### src/rtl/hook_controller.sv
// Hook/rope engine for one Gold Miner player: swings the rope angle, launches on fire,
// extends, retracts empty or loaded, and tracks the rope tail pixel.
module hook_controller #(
    parameter logic [9:0]  PIVOT_X     = 10'd200,
    parameter logic [9:0]  PIVOT_Y     = 10'd60,
    parameter int unsigned SWING_TICKS = 2000000,
    parameter int unsigned FAST_TICKS  = 500000,
    parameter int unsigned LOAD_TICKS  = 2000000,
    parameter logic [7:0]  MAX_STEPS   = 8'd70
) (
    input  logic       Clk,
    input  logic       reset,
    input  logic       is_new_game_start,
    input  logic       fire,
    input  logic       is_catch,
    input  logic       is_explode,
    output logic [9:0] tailx,
    output logic [9:0] taily,
    output logic [3:0] R_mode,
    output logic [2:0] state_out,
    output logic       retract_done
);

    localparam int unsigned TICK_W = 32;

    typedef enum logic [2:0] {
        SWING        = 3'd0,
        EXTEND       = 3'd1,
        RETRACT      = 3'd2,
        RETRACT_LOAD = 3'd3
    } state_t;

    state_t              state, state_nxt;
    logic [TICK_W-1:0]   tick, tick_nxt, period_m1;
    logic [7:0]          steps, steps_nxt;
    logic [3:0]          r_nxt;
    logic                dir_up, dir_up_nxt;
    logic                done_nxt;
    logic                step_ev, keep_tick, oob_c;
    logic signed [11:0]  dx_c, dy_c, tail_x_c, tail_y_c, next_x_c, next_y_c;

    // Per-angle step vector; out-of-range angles behave as angle 10.
    always_comb begin
        case (R_mode)
            4'd0:    begin dx_c = -12'sd6; dy_c = 12'sd0; end
            4'd1:    begin dx_c = -12'sd6; dy_c = 12'sd1; end
            4'd2:    begin dx_c = -12'sd5; dy_c = 12'sd2; end
            4'd3:    begin dx_c = -12'sd4; dy_c = 12'sd3; end
            4'd4:    begin dx_c = -12'sd2; dy_c = 12'sd4; end
            4'd5:    begin dx_c =  12'sd0; dy_c = 12'sd6; end
            4'd6:    begin dx_c =  12'sd2; dy_c = 12'sd4; end
            4'd7:    begin dx_c =  12'sd4; dy_c = 12'sd3; end
            4'd8:    begin dx_c =  12'sd5; dy_c = 12'sd2; end
            4'd9:    begin dx_c =  12'sd6; dy_c = 12'sd1; end
            default: begin dx_c =  12'sd6; dy_c = 12'sd0; end
        endcase
    end

    assign tail_x_c = $signed({2'b00, PIVOT_X}) + $signed({4'b0000, steps}) * dx_c;
    assign tail_y_c = $signed({2'b00, PIVOT_Y}) + $signed({4'b0000, steps}) * dy_c;
    assign next_x_c = tail_x_c + dx_c;
    assign next_y_c = tail_y_c + dy_c;
    assign oob_c    = (next_x_c < 12'sd0) || (next_x_c > 12'sd639) || (next_y_c > 12'sd479);

    always_comb begin
        case (state)
            SWING:        period_m1 = TICK_W'(SWING_TICKS - 1);
            RETRACT_LOAD: period_m1 = TICK_W'(LOAD_TICKS - 1);
            default:      period_m1 = TICK_W'(FAST_TICKS - 1);
        endcase
    end

    // >= so a tick carried over from the slow period still fires promptly.
    assign step_ev = (tick >= period_m1);

    always_comb begin
        state_nxt  = state;
        steps_nxt  = steps;
        r_nxt      = R_mode;
        dir_up_nxt = dir_up;
        done_nxt   = 1'b0;
        keep_tick  = 1'b0;
        case (state)
            SWING: begin
                if (R_mode > 4'd10) begin
                    r_nxt = 4'd10;
                end else if (fire) begin
                    state_nxt = EXTEND;
                end else if (step_ev) begin
                    if (dir_up) begin
                        if (R_mode == 4'd10) begin
                            r_nxt      = 4'd9;
                            dir_up_nxt = 1'b0;
                        end else begin
                            r_nxt = R_mode + 4'd1;
                        end
                    end else if (R_mode == 4'd0) begin
                        r_nxt      = 4'd1;
                        dir_up_nxt = 1'b1;
                    end else begin
                        r_nxt = R_mode - 4'd1;
                    end
                end
            end
            EXTEND: begin
                if (is_catch)
                    state_nxt = RETRACT_LOAD;
                else if ((steps >= MAX_STEPS) || oob_c)
                    state_nxt = RETRACT;
                else if (step_ev)
                    steps_nxt = steps + 8'd1;
            end
            RETRACT: begin
                if (steps == 8'd0) begin
                    state_nxt = SWING;
                    done_nxt  = 1'b1;
                end else if (step_ev) begin
                    steps_nxt = steps - 8'd1;
                end
            end
            RETRACT_LOAD: begin
                if (steps == 8'd0) begin
                    state_nxt = SWING;
                    done_nxt  = 1'b1;
                end else if (is_explode) begin
                    state_nxt = RETRACT;
                    keep_tick = 1'b1;
                end else if (step_ev) begin
                    steps_nxt = steps - 8'd1;
                end
            end
            default: state_nxt = SWING;
        endcase

        if ((state_nxt != state) && !keep_tick)
            tick_nxt = '0;
        else if (step_ev)
            tick_nxt = '0;
        else
            tick_nxt = tick + TICK_W'(1);
    end

    always_ff @(posedge Clk) begin
        if (reset || is_new_game_start) begin
            state        <= SWING;
            R_mode       <= 4'd5;
            dir_up       <= 1'b1;
            steps        <= 8'd0;
            tick         <= '0;
            tailx        <= PIVOT_X;
            taily        <= PIVOT_Y;
            retract_done <= 1'b0;
        end else begin
            state        <= state_nxt;
            R_mode       <= r_nxt;
            dir_up       <= dir_up_nxt;
            steps        <= steps_nxt;
            tick         <= tick_nxt;
            tailx        <= tail_x_c[9:0];
            taily        <= tail_y_c[9:0];
            retract_done <= done_nxt;
        end
    end

    assign state_out = state;

endmodule

### config.mk
export PLATFORM = sky130hd
export DESIGN_NAME = hook_controller
export DESIGN_NICKNAME = d
export VERILOG_FILES = /design/src/rtl/hook_controller.sv
export SDC_FILE = /design/constraint.sdc
export NUM_CORES = 1
export LEC_CHECK = 0
export ABC_CLOCK_PERIOD_IN_PS = 5700
export BUFFER_PORTS_ARGS = -buffer_cell sky130_fd_sc_hd__buf_2
export CAP_MARGIN = 15
export CORE_UTILIZATION = 40
export DETAILED_ROUTE_END_ITERATION = 12
export PLACE_DENSITY = 0.64
export SLEW_MARGIN = 40
export SYNTH_ARGS = -nofsm -noshare
export SYNTH_HDL_FRONTEND = slang
export SYNTH_SLANG_ARGS = --single-unit
### constraint.sdc
create_clock -name Clk -period 5.7 [get_ports Clk]
set_input_delay 1.71 -clock Clk [delete_from_list [all_inputs] [get_ports Clk]]
set_output_delay 1.71 -clock Clk [all_outputs]
set_load 0.02 [all_outputs]
==> results of run 1 <==
placed cells by master (no fill, tap or decap), types with 8 or more instances in the layout:
master and count:
and2_1 40, nor2_4 11, xor2_1 20, clkbuf_16 9, o21a_1 8, conb_1 11
buf_4 56, buf_2 33, nor3_1 17, nor2_1 29, fa_1 39, nand2_1 46
nand2b_1 9, o31ai_1 9, nor2_2 11, xnor2_1 26, a21oi_1 32, dfxtp_1 71
o21ai_0 14, ha_1 92, or3_1 9, nand3_1 17, inv_1 86
cells in the mapped netlist, drive strengths merged, types with 8 or more instances:
| library cell | instances | share of area (%) |
|---|---|---|
| or3 | 9 | 0.83 |
| xor2 | 23 | 3.0 |
| a21oi | 39 | 2.9 |
| nor2 | 51 | 3.5 |
| inv | 91 | 5.0 |
| fa | 41 | 12 |
| nor3 | 17 | 1.2 |
| nand3 | 17 | 1.2 |
| nand2 | 47 | 2.6 |
| ha | 98 | 18 |
| xnor2 | 29 | 3.7 |
| clkbuf | 15 | 0.83 |
| dfxtp | 76 | 22 |
| and2 | 42 | 3.9 |
| o21a | 8 | 0.88 |
| nor2b | 8 | 0.73 |
| o31ai | 9 | 0.99 |
| nand2b | 9 | 0.83 |
| o21ai | 22 | 1.6 |
worst max-delay path: cells and delay by family (launching register included):
kind | cells | cell delay [ns]
flip-flops | 1 | 0.36
XOR/XNOR | 2 | 0.33
AO/OA/AOI/OAI | 7 | 1.19
adder cells (fa/ha/maj) | 7 | 2.81
AND/OR/NAND/NOR | 5 | 0.68
buffers and inverters | 6 | 0.50
path summary, 6_finish.rpt:
| path | depth (start not counted) | startpoint | slack, ns | end |
|---|---|---|---|---|
| setup / recovery | 27 | dx_c[11] | -0.22 | tick[2] |
| setup reg to reg | 27 | dx_c[11] | -0.22 | tick[2] |
| hold / removal | 1 | tick[0] | 0.50 | tick[0] |
| hold reg to reg | 1 | tick[0] | 0.50 | tick[0] |
state kept, by name, indices dropped and copies added, names as in the netlist:
register / count
tick: 32
tailx: 10
taily: 10
steps: 8
R_mode: 4
dx_c: 4
dy_c: 3
state_out: 3
dir_up: 1
retract_done: 1
final cells by class:
cell class / instances / area (um2) / share of cell area [%]
Clock inverter: 7 / 58.8 / 0.705
Inverter: 91 / 342 / 4.10
Sequential cell: 76 / 1530 / 18.4
Timing Repair Buffer: 97 / 743 / 8.91
Multi-Input combinational cell: 581 / 5160 / 61.9
Tap cell: 220 / 275 / 3.30
Clock buffer: 9 / 225 / 2.70
power breakdown:
group / switching, mW / leakage, nW / total, mW / internal (mW)
clock: 0.247 / 0.139 / 0.550 / 0.303
combinational: 0.0676 / 3.23 / 0.118 / 0.0508
sequential: 0.0119 / 0.621 / 0.553 / 0.541
total: 0.327 / 3.99 / 1.22 / 0.894
stage by stage:
| stage | std cells | area [um2] | setup slack, ns | hold slack (ns) |
|---|---|---|---|---|
| finish | 1081 | 8340 | -0.217 | 0.497 |
| global route | 1081 | 8340 | -0.432 | 0.519 |
| CTS | 1078 | 8280 | -0.196 | 0.481 |
| detailed placement | 1050 | 7640 | -0.342 | 0.470 |
| global placement | 1050 | 7640 | -0.317 | 0.454 |
| floorplan | 770 | 6950 | -0.131 | 0.439 |
cell families (layout without fill, tap and decap cells):
kind of cell	after synthesis	count (layout)	share of synthesized area, %
xor+xnor	52	52	6.68
mux	8	8	1.19
simple gates	230	230	18.4
compound gates	140	140	14.4
other cells	1	11	0.0550
buf+inv	113	204	6.79
fa+ha+maj	140	140	30.2
flops	76	76	22.3
repair_timing:
| item | 4_1_cts | 5_1_grt |
|---|---|---|
| setup endpoints to repair | 32 | 32 |
| pin swaps | 26 | 3 |
| gates cloned | 3 | 0 |
| setup buffers | 9 | 4 |
| resized for setup | 37 | 16 |
metal layers:
metal  vias to the layer above  track usage [%]  wire, um
met1                      2625             24.9      7450
li1                       2779                -         -
met5                         -                0         0
met4                         0             3.51       177
met3                        12             2.68       341
met2                        64             31.3      7230
==> out/results.ini, run 1 <==
[logic_synthesis]
ys_async_sr_fraction_pct = 0
yosysSeqAreaShare_pct = 22.3
synth_cells = 760
synth_flop_cell = dfxtp_1
syn_area_um2 = 6820
synth_edf_count = 0
synth_seq_cells = 76
ys_types = 71
synth.avg_cell_area_um2 = 8.97
ys_warn_count = 0

[sta]
grt_setup_unrepaired = yes
maxSlewViolCount = 0
worst_pin_slew_ns = 0.636
final-setup-viol-count = 30
fin_setup_tns_ns = -5.17
finalCriticalPeriod_ns = 5.92
clock-skew-final_ns = 0.00669
min_period_over_period_pct = 104
fmax_mhz = 169
relSlewSlack_pct = 57.5
finalHoldViolations = 0
setup_ws_ns = -0.217

[pwr]
powerDensity_nw_per_um2 = 146
ir_worst_vdd_mv = 0.146
p_leak_nw = 3.99
fin_total_pwr_mw = 1.22

[detailed_routing]
drtIter0Drc = 154
final_antenna_net_count = 0
drc = 0
wire_per_inst_um = 14.1
routed_wl_um = 15200
first_pass_iters = 4
viasPerCell = 5.07
vias = 5480

[finish]
syn_to_final_growth_pct = 22.3
fin_util_pct = 50.1
fill_cells = 1546
n_antenna_cell = 0
nets = 1001
drive_above_1_share_pct = 22.2

[floorplan]
fp.dieH_um = 133
fp.dieW_um = 133
io_pins = 34
die_area_um2 = 17600
rows = 47
core_area_um2 = 16600
initial_core_util_pct = 41.0

[grt]
grt_overflow = 0
gr-usage-all-layers_pct = 18.4
antenna_found_initial = 0
grt_start_max_net_pins = 19
grt_pass1_wl_um = 26500
grt_pass1_vias = 5530

[placed_design]
hpwl_um = 11500
place.gp.congestion = 0.845
io_buffers = 33

[clocking]
clk_latency_ns = 0.33
numCtsBuffers = 9
ctsHtreeMaxLevel = 3
cts_tree = built
clk_pin_slew_ns = 0.06
cts_buffer_depth = 2
cts.sink_count = 76
root_buffer = clkbuf_16
cts_hold_buffers = 0

[setup_path]
cp.arrival_ns = 6.19
critPathCaptureType = register
crit_slowest_cell = fa_1
worst-setup-path-type = reg -> reg
path_max_fanout = 6
critPathLaunchType = register
crit_top_cell = fa_1
critPathMaxStageDelay_ns = 0.50
worstPathRequired_ns = 5.98

[hold_path]
worst_hold_path_type = reg -> reg

[outcome]
outcome = finished, violations left
violations = negative setup slack

[flow_run]
max-cap-violations = 0

Power figures use the tool's default switching activity.
==> run 2: changes to the inputs <==
- ABC_CLOCK_PERIOD_IN_PS: 5700 -> 5150
- CTS_CLUSTER_DIAMETER: not set -> 30
- clock period: 5.7 -> 5.15 ns (I/O delays scaled with it)
==> run 2 against run 1 <==
Against the previous run:
- the run still ends with negative setup slack left
- fmax down 0.55%
- non-clock buffer count increased by 24
- first-iteration DRC count is 45% higher
- clock power rose by 22%
- final area increased by 1.4%
- sequential power rose by 10%
- setup slack got worse by 0.58 ns
- wire length rose by 0.60%
- register-to-register slack got worse by 0.58 ns
- critical path depth is the same
- critical path type unchanged
- highest routed layer unchanged
==> out/results.ini, run 2 (synthesized netlist as in run 1, its figures left out) <==
[placed_design]
detailedPlace.worstSlack_ns = -0.952  ; was -0.342 ns
place.gp.congestion = 0.820  ; was 0.845
dp.cells = 1075  ; was 1050
hpwl_um = 11900  ; was 11500 um
io_buffers = 33  ; unchanged

[flow_run]
max-cap-violations = 0  ; unchanged

[hold_path]
holdPathStages = 1  ; unchanged
worst_hold_path_type = reg -> reg  ; unchanged
hold_path_end = tick[0]  ; unchanged
min_from = tick[0]  ; unchanged

[finish]
nets = 1025  ; was 1001
drive_above_1_share_pct = 23.7  ; was 22.2%
top_register = tick  ; unchanged
reg_top3 = tick: 32 flops, tailx: 10 flops, taily: 10 flops  ; unchanged
final_cells = 1105  ; was 1081
fin_util_pct = 50.8  ; was 50.1%
n_antenna_cell = 0  ; unchanged
layout_common_cells = ha_1, inv_1, buf_4, dfxtp_1, nand2_1  ; was ha_1, inv_1, dfxtp_1, buf_4, nand2_1
layout_commonest_cell = ha_1  ; unchanged
largest_reg_flops = 32  ; unchanged
syn_to_final_growth_pct = 23.9  ; was 22.3%

[setup_path]
critPathCaptureType = register  ; unchanged
worstPathRequired_ns = 5.40  ; was 5.98 ns
critPathMaxStageDelay_ns = 0.52  ; was 0.50 ns
crit_slowest_cell = fa_1  ; unchanged
crit_family = adder cells  ; unchanged
path_max_fanout = 5  ; was 6
reg2reg_slack_ns = -0.80  ; was -0.22 ns
rr_worst_depth = 27  ; unchanged
worst-setup-path-type = reg -> reg  ; unchanged
crit_top_cell = fa_1  ; unchanged
cp.arrival_ns = 6.20  ; was 6.19 ns
r2r_end = steps[7]  ; was tick[2]
crit-reg2reg-launch = dx_c[11]  ; unchanged
critPathLaunchType = register  ; unchanged
path_buf_inv = 6  ; unchanged

[detailed_routing]
wire_per_inst_um = 13.8  ; was 14.1 um
drtIter0Drc = 223  ; was 154
drc = 0  ; unchanged
routed_wl_um = 15300  ; was 15200 um
vias = 5571  ; was 5480
viasPerCell = 5.04  ; was 5.07
first_pass_iters = 4  ; unchanged
final_antenna_net_count = 0  ; unchanged

[clocking]
clk_pin_slew_ns = 0.06  ; about the same
numCtsBuffers = 9  ; unchanged
root_buffer = clkbuf_16  ; unchanged
cts_tree = built  ; unchanged
ctsHtreeMaxLevel = 3  ; unchanged
cts_hold_buffers = 0  ; unchanged
cts.sink_count = 76  ; unchanged
cts_buffer_depth = 2  ; unchanged
clk_latency_ns = 0.35  ; was 0.33 ns

[sta]
grt_setup_unrepaired = yes  ; unchanged
finalCriticalPeriod_ns = 5.95  ; was 5.92 ns
min_period_over_period_pct = 116  ; was 104%
clock-skew-final_ns = 0.00694  ; was 0.00669 ns
maxSlewViolCount = 0  ; unchanged
worst_pin_slew_ns = 0.785  ; was 0.636 ns
setup_ws_ns = -0.800  ; was -0.217 ns
finalHoldViolations = 0  ; unchanged
fmax_mhz = 168  ; was 169 MHz
final-setup-viol-count = 32  ; was 30
relSlewSlack_pct = 47.6  ; was 57.5%

[pwr]
p_int_mw = 1.07  ; was 0.894 mW
p_sw_share_pct = 24.9  ; was 26.8%
p_seq_share_pct = 42.8  ; was 45.3%
powerDensity_nw_per_um2 = 169  ; was 146 nW/um2
power.switching_mw = 0.354  ; was 0.327 mW
fin_total_pwr_mw = 1.43  ; was 1.22 mW
p_leak_nw = 4.10  ; was 3.99 nW
clock_power_share_pct = 47.2  ; was 45.0%
pwr-share-comb_pct = 10.0  ; was 9.7%
ir_worst_vdd_mv = 0.164  ; was 0.146 mV

[grt]
gr-usage-all-layers_pct = 18.6  ; was 18.4%
grt_overflow = 0  ; unchanged
antenna_found_initial = 0  ; unchanged
grt_pass1_vias = 5558  ; was 5530
grt_pass1_wl_um = 26400  ; was 26500 um
grt_start_max_net_pins = 19  ; unchanged

[floorplan]
fp.dieH_um = 133  ; unchanged
die_area_um2 = 17600  ; unchanged
initial_core_util_pct = 41.0  ; unchanged
rows = 47  ; unchanged
fp.dieW_um = 133  ; unchanged
io_pins = 34  ; unchanged
core_area_um2 = 16600  ; unchanged

[outcome]
violations = negative setup slack  ; unchanged
outcome = finished, violations left  ; unchanged

## run 2: cell types whose count changed in the layout (fill, tap and decap cells not counted), sizes merged
cell,before,now
inv,95,92
bufinv,0,1
clkbuf,9,12
buf,97,121
clkinv,2,1
## run 2: area by class of cell
cell class | instances | area, um2
clock buffers | 12 | 258
clock inverters | 4 | 55.1
fillers | 1547 | 8190
inverters | 91 | 342
multi-input cells | 581 | 5110
flip-flops and latches | 76 | 1530
well taps | 220 | 275
repair buffers | 121 | 877
## run 2: worst max path at each step
stage / startpoint / cells after the start / endpoint
after floorplan: dx_c[11] / 27 / tick[18]
after global placement: dx_c[11] / 24 / steps[2]
after detailed placement: dx_c[11] / 24 / steps[2]
after CTS: dx_c[1] / 26 / steps[2]
after global routing: dx_c[11] / 27 / steps[7]
final: dx_c[11] / 27 / steps[7]
## run 2: timing repair
item,CTS,global route
endpoints found under the hold margin,0,0
buffers inserted,7,5
cloned,2,0
endpoints found under the setup margin,32,32
gates resized for setup,33,8
pin swaps,27,7
## run 2: power by group through the flow
stage / Clock [mW] / Combinational (mW) / Sequential (mW)
floorplan: 0 / 0.0746 / 0.624
global placement: 0 / 0.124 / 0.623
detailed placement: 0 / 0.125 / 0.624
CTS: 0.683 / 0.137 / 0.610
global route: 0.706 / 0.156 / 0.612
finish: 0.673 / 0.142 / 0.611
## run 2: layer usage
layer	global-route usage [%]	routed length (um)	vias up
li1	-	-	2834
met1	24.0	7080	2640
met2	32.1	7470	84
met3	3.37	560	13
met4	4.21	182	0
met5	0	0	-
## run 2: per-stage QoR
stage	hold WS [ns]	TNS, ns	cell area, um2
global route	0.487	-28.45	8450
global placement	0.454	-24.51	7820
detailed placement	0.464	-26.39	7820
floorplan	0.439	-19.96	6950
finish	0.477	-21.02	8450
CTS	0.480	-19.72	8380
